### src/rtl/mem_wb_stage.sv
// Memory/writeback stage: one instruction per handshake, variable-latency dmem port, byte-lane steering.
// Define MEM_WB_MISALIGN_TRAP_EN to retire misaligned loads/stores with a misalign pulse instead of accessing memory.

module mem_wb_lane #(
  parameter int NB   = 4,
  parameter int OW   = 2,
  parameter int LANE = 0
) (
  input  logic [OW-1:0]      i_st_off,
  input  logic [OW-1:0]      i_ld_off,
  input  logic [NB-1:0][7:0] i_st_src,
  input  logic [NB-1:0][7:0] i_ld_src,
  output logic [7:0]         o_st_byte,
  output logic [7:0]         o_ld_byte
);
  localparam logic [OW:0] L = (OW+1)'(LANE);
  logic [OW:0] w_st_idx, w_ld_idx;
  assign w_st_idx = L - {1'b0, i_st_off};
  assign w_ld_idx = L + {1'b0, i_ld_off};
  // A borrow/carry in the extra bit means the source byte falls outside the word.
  assign o_st_byte = w_st_idx[OW] ? 8'h00 : i_st_src[w_st_idx[OW-1:0]];
  assign o_ld_byte = w_ld_idx[OW] ? 8'h00 : i_ld_src[w_ld_idx[OW-1:0]];
endmodule

module mem_wb_stage #(
  parameter int XLEN = 32,
  parameter int RD_W = 5
) (
  input  logic              clk,
  input  logic              rst,
  input  logic              in_valid,
  output logic              in_ready,
  input  logic [6:0]        opcode,
  input  logic [2:0]        func3,
  input  logic              wb_reg,
  input  logic [RD_W-1:0]   rd_num,
  input  logic [XLEN-1:0]   alu_out,
  input  logic [XLEN-1:0]   rs2_data,
  output logic              dmem_req,
  output logic              dmem_we,
  output logic [XLEN-1:0]   dmem_addr,
  output logic [XLEN/8-1:0] dmem_be,
  output logic [XLEN-1:0]   dmem_wdata,
  input  logic              dmem_ack,
  input  logic [XLEN-1:0]   dmem_rdata,
  output logic              wb_enable,
  output logic [RD_W-1:0]   wb_rd_num,
  output logic [XLEN-1:0]   wb_rd_data,
  output logic              done,
  output logic              misalign
);
  localparam int NB = XLEN/8;
  localparam int OW = $clog2(NB);
  localparam logic [6:0] OP_LOAD  = 7'b0000011;
  localparam logic [6:0] OP_STORE = 7'b0100011;

  typedef enum logic [1:0] {S_IDLE, S_MEM, S_WB} state_t;
  state_t r_state;

  logic                r_dmem_req, r_dmem_we;
  logic [XLEN-1:0]     r_dmem_addr, r_dmem_wdata;
  logic [NB-1:0]       r_dmem_be;
  logic                r_wb_enable, r_done;
  logic [RD_W-1:0]     r_wb_rd_num, r_rd;
  logic [XLEN-1:0]     r_wb_rd_data;
  logic                r_wb_reg, r_store;
  logic [2:0]          r_func3;
  logic [OW-1:0]       r_off;

  logic                w_accept, w_is_mem, w_is_store, w_misal;
  logic [OW-1:0]       w_off;
  logic [NB-1:0]       w_mask, w_be;
  logic [NB-1:0][7:0]  w_wdata, w_ld_shift;
  logic [XLEN-1:0]     w_ld_keep, w_ld_result;
  logic                w_ld_sign;

  function automatic logic [NB-1:0] size_mask(input logic [1:0] sz);
    case (sz)
      2'b00:   size_mask = NB'(1);
      2'b01:   size_mask = NB'(3);
      2'b10:   size_mask = NB'(15);
      default: size_mask = (XLEN == 64) ? '1 : NB'(15);
    endcase
  endfunction

  assign in_ready   = (r_state != S_MEM) && !rst;
  assign w_accept   = in_valid && in_ready;
  assign w_is_store = (opcode == OP_STORE);
  assign w_is_mem   = (opcode == OP_LOAD) || w_is_store;
  assign w_off      = alu_out[OW-1:0];
  assign w_mask     = size_mask(func3[1:0]);
  assign w_be       = w_mask << w_off;

  // Store data is steered at accept time; load data uses the captured offset.
  for (genvar g = 0; g < NB; g++) begin : g_lane
    mem_wb_lane #(.NB(NB), .OW(OW), .LANE(g)) u_lane (
      .i_st_off  (w_off),
      .i_ld_off  (r_off),
      .i_st_src  (rs2_data),
      .i_ld_src  (dmem_rdata),
      .o_st_byte (w_wdata[g]),
      .o_ld_byte (w_ld_shift[g])
    );
  end

  always_comb begin
    w_ld_keep = XLEN'(32'hFFFF_FFFF);
    w_ld_sign = w_ld_shift[3][7];
    case (r_func3[1:0])
      2'b00: begin w_ld_keep = XLEN'(8'hFF);   w_ld_sign = w_ld_shift[0][7]; end
      2'b01: begin w_ld_keep = XLEN'(16'hFFFF); w_ld_sign = w_ld_shift[1][7]; end
      2'b10: ;
      default: if (XLEN == 64) begin
        w_ld_keep = '1;
        w_ld_sign = w_ld_shift[NB-1][7];
      end
    endcase
    w_ld_result = (w_ld_shift & w_ld_keep) | ((w_ld_sign && !r_func3[2]) ? ~w_ld_keep : '0);
  end

`ifdef MEM_WB_MISALIGN_TRAP_EN
  function automatic logic [OW-1:0] align_bits(input logic [1:0] sz);
    case (sz)
      2'b00:   align_bits = '0;
      2'b01:   align_bits = OW'(1);
      2'b10:   align_bits = OW'(3);
      default: align_bits = (XLEN == 64) ? OW'(7) : OW'(3);
    endcase
  endfunction

  logic r_misalign;
  assign w_misal = w_is_mem && ((w_off & align_bits(func3[1:0])) != '0);

  always_ff @(posedge clk or posedge rst) begin
    if (rst) r_misalign <= 1'b0;
    else     r_misalign <= w_accept && w_misal;
  end
  assign misalign = r_misalign;
`else
  assign w_misal  = 1'b0;
  assign misalign = 1'b0;
`endif

  always_ff @(posedge clk or posedge rst) begin
    if (rst) begin
      r_state      <= S_IDLE;
      r_dmem_req   <= 1'b0;
      r_dmem_we    <= 1'b0;
      r_dmem_addr  <= '0;
      r_dmem_be    <= '0;
      r_dmem_wdata <= '0;
      r_wb_enable  <= 1'b0;
      r_done       <= 1'b0;
      r_wb_rd_num  <= '0;
      r_wb_rd_data <= '0;
      r_wb_reg     <= 1'b0;
      r_store      <= 1'b0;
      r_rd         <= '0;
      r_func3      <= '0;
      r_off        <= '0;
    end else begin
      r_done       <= 1'b0;
      r_wb_enable  <= 1'b0;
      r_wb_rd_num  <= '0;
      r_wb_rd_data <= '0;
      case (r_state)
        S_MEM: if (dmem_ack) begin
          r_state      <= S_WB;
          r_dmem_req   <= 1'b0;
          r_dmem_we    <= 1'b0;
          r_dmem_addr  <= '0;
          r_dmem_be    <= '0;
          r_dmem_wdata <= '0;
          r_done       <= 1'b1;
          r_wb_enable  <= r_wb_reg && (r_rd != '0) && !r_store;
          r_wb_rd_num  <= r_rd;
          r_wb_rd_data <= r_store ? '0 : w_ld_result;
        end
        default: if (w_accept) begin
          r_wb_reg <= wb_reg;
          r_rd     <= rd_num;
          r_func3  <= func3;
          r_off    <= w_off;
          r_store  <= w_is_store;
          if (w_is_mem && !w_misal) begin
            r_state      <= S_MEM;
            r_dmem_req   <= 1'b1;
            r_dmem_we    <= w_is_store;
            r_dmem_addr  <= {alu_out[XLEN-1:OW], {OW{1'b0}}};
            r_dmem_be    <= w_be;
            r_dmem_wdata <= w_wdata;
          end else begin
            // ALU ops and trapped misaligned accesses retire directly.
            r_state      <= S_WB;
            r_done       <= 1'b1;
            r_wb_enable  <= !w_is_mem && wb_reg && (rd_num != '0);
            r_wb_rd_num  <= rd_num;
            r_wb_rd_data <= w_is_mem ? '0 : alu_out;
          end
        end else begin
          r_state <= S_IDLE;
        end
      endcase
    end
  end

  assign dmem_req   = r_dmem_req;
  assign dmem_we    = r_dmem_we;
  assign dmem_addr  = r_dmem_addr;
  assign dmem_be    = r_dmem_be;
  assign dmem_wdata = r_dmem_wdata;
  assign wb_enable  = r_wb_enable;
  assign wb_rd_num  = r_wb_rd_num;
  assign wb_rd_data = r_wb_rd_data;
  assign done       = r_done;
endmodule

### config.mk
export PLATFORM = sky130hd
export DESIGN_NAME = mem_wb_stage
export DESIGN_NICKNAME = d
export VERILOG_FILES = /design/src/rtl/mem_wb_stage.sv
export SDC_FILE = /design/constraint.sdc
export NUM_CORES = 1
export LEC_CHECK = 0
export CORE_MARGIN = 10
export CORE_UTILIZATION = 45
export DETAILED_ROUTE_END_ITERATION = 12
export PLACE_DENSITY = 0.9
export SYNTH_ARGS = -nofsm -noshare
export SYNTH_HDL_FRONTEND = slang
export SYNTH_HIERARCHICAL = 1
export SYNTH_SLANG_ARGS = --single-unit
export TNS_END_PERCENT = 1
### constraint.sdc
create_clock -name clk -period 8 [get_ports clk]
set_clock_uncertainty 0.05 [all_clocks]
set_input_delay 1.6 -clock clk [delete_from_list [all_inputs] [get_ports clk]]
set_output_delay 1.6 -clock clk [all_outputs]
set_load 0.1 [all_outputs]
==> metrics.csv <==
metric,value,unit
outcome,completed,
max_cap_viol_count,0,
row_count,45,
fp.coreArea,15100,µm²
finalNonFillerCells,1038,
ctsHoldBuffers,0,
worst_ep_required_time,6.35,ns
crit_start,rst,
placed_cell_area,9060,µm²
synth_area,6860,µm²
first_pass_iters,5,
cts_made_buffers,17,
grt_overflow,0,
mostFrequentLayoutCell,clkdlybuf4s50_1,
vias,5714,
worst-path-max-fanout,2,
grt_max_degree,72,
setup_ws,3.03,ns
num-nets-final,957,
min_path_cells,1,
clkTransAtPathRegs,0.05,ns
clk_latency,0.41,ns
htreeDepth,4,
place_ws,2.74,ns
viasPerCell,5.50,
p_leak,4.26,nW
dieArea,20600,µm²
relSlewSlack,0.127,
cts_tree,built,
postLayoutCellArea,9630,µm²
antenna_cells,0,
finalPower,2.11,mW
tns,0,ns
rsz0062_at_grt,false,
yosys_warnings,6,
initial_core_util,0.455,
cts_buffer_depth,2,
critical_path_class,in -> out,
worstReg2RegEnd,wb_rd_data[19],
yosysSeqAreaShare,0.441,
regToRegStartpoint,r_off[1],
root_buffer,clkbuf_16,
p_sw,0.752,mW
critPathCaptureType,output pin,
clockPowerShare,0.350,
worstSetupStartpointType,input port,
avgSynthCellArea,10.8,µm²
drt-initial-drc-count,375,
grt_use_total,0.209,
cts_setup_buffers,0,
antenna_found_initial,0,
wirelength,21600,µm
hold_viol,0,
worstSetupEndpoint,in_ready,
worst-slew-pin-transition,1.30,ns
clock_sinks,121,
post-route-min-period,4.97,ns
p_sw_frac,0.357,
die_x,144,µm
mostFrequentLayoutCells,"clkdlybuf4s50_1 (223), mux2i_1 (148), dfrtp_1 (121), nand2_1 (70), inv_1 (68)",
ant_nets,0,
period_share,0.621,
synth_cell_type_count,40,
syn_inst,634,
hpwl,16100,µm
grt_pass1_wl,33100,µm
r2r_cells,7,
finalMaxSlewViolations,0,
place_congestion,0.882,
ios,227,
grt_pass1_vias,5851,
setup_viol,0,
crit_arrival,3.32,ns
p_int,1.35,mW
ir_drop,0.000153,V
synth_seq_cells,121,
sequentialPowerShare,0.325,
die_h,144,µm
hold_path_class,reg -> reg,
share_comb_of_total_power,0.325,
drc,0,
area_growth,40.3,%
dp_cells,1006,
port_buffers,223,
post_drt_wl_per_cell,20.9,µm
r2r_slack,4.29,ns
drive_above_1_share,0.0824,
p_per_area,219,nW/µm²
cts-resized-gates,0,
fmax,0.201,GHz
==> Yosys cell counts <==
cell type	number	area share
a211oi_1	1	0.0011
a21o_1	2	0.0022
a21oi_1	1	0.00073
a22o_1	14	0.018
and2_1	1	0.00091
and3_1	1	0.00091
buf_1	6	0.0033
buf_12	2	0.0058
buf_2	7	0.0051
buf_4	10	0.011
buf_6	6	0.0098
buf_8	2	0.0044
clkbuf_1	10	0.0055
clkbuf_2	4	0.0029
conb_1	1	0.00055
dfrtp_1	121	0.44
ha_1	4	0.0073
inv_1	69	0.038
mux2_2	11	0.018
mux2i_1	148	0.22
mux4_2	16	0.052
nand2_1	70	0.038
nand2b_1	5	0.0046
nand3_1	1	0.00073
nand3_2	1	0.0015
nand3b_1	1	0.0011
nor2_1	28	0.015
nor2_4	2	0.0033
nor2b_1	17	0.015
nor4_2	1	0.0018
o211ai_1	1	0.0011
o21ai_0	4	0.0029
o21ai_1	1	0.00073
o21bai_1	1	0.0011
o22ai_1	33	0.030
o2bb2ai_1	24	0.031
o31ai_1	1	0.0011
or2_1	2	0.0018
or2_2	2	0.0018
or4_1	2	0.0022
==> final cells by class <==
type                    instances  area (µm²)
fillers                      1175        5460
clock buffers                  24         502
multi-input cells             399        3260
inverters                      69         262
well taps                     188         235
repair buffers                229        2280
clock inverters                 8        67.6
flip-flops and latches        121        3030
==> cells by family after synthesis <==
family | share of synthesized area
adders and majority gates | 0.00729
and+or+nand+nor | 0.0897
muxes | 0.286
other | 0.000546
DFF | 0.441
AOI/OAI and AO/OA | 0.0895
buffers and inverters | 0.0855
==> per-layer routing <==
layer / global-route usage / routed length (µm)
met4: 0.103 / 835
met2: 0.334 / 10500
met5: 0 / 0
met1: 0.258 / 8850
met3: 0.0502 / 1430
==> critical path, cell delays in order <==
cell	delay [ns]
clkdlybuf4s50_1	0.46
nor2_1	0.12
clkdlybuf4s50_1	1.14
==> stage by stage <==
step,utilization,hold slack [ns]
final,0.638,0.439
after global routing,0.638,0.475
after CTS,0.638,0.449
after detailed placement,0.600,0.433
after global placement,0.600,0.426
after floorplan,-,0.424
==> power by group through the flow <==
stage	combinational [mW]	clock [mW]	sequential [mW]
final	0.684	0.738	0.685
after global placement	0.671	0	0.692
after detailed placement	0.682	0	0.694
after CTS	0.684	0.747	0.684
after global routing	0.720	0.780	0.689
after floorplan	0.269	0	0.924
==> how the worst min path moves through the flow <==
stage,start,to,slack (ns)
3_5_place_dp,dmem_req,dmem_req,0.43
4_1_cts,dmem_req,dmem_req,0.45
5_1_grt,dmem_req,dmem_req,0.48
2_1_floorplan,r_store,r_store,0.42
6_report,dmem_req,dmem_req,0.44
3_3_place_gp,dmem_req,dmem_req,0.43
Note: power is estimated with default switching activity, not from simulation.
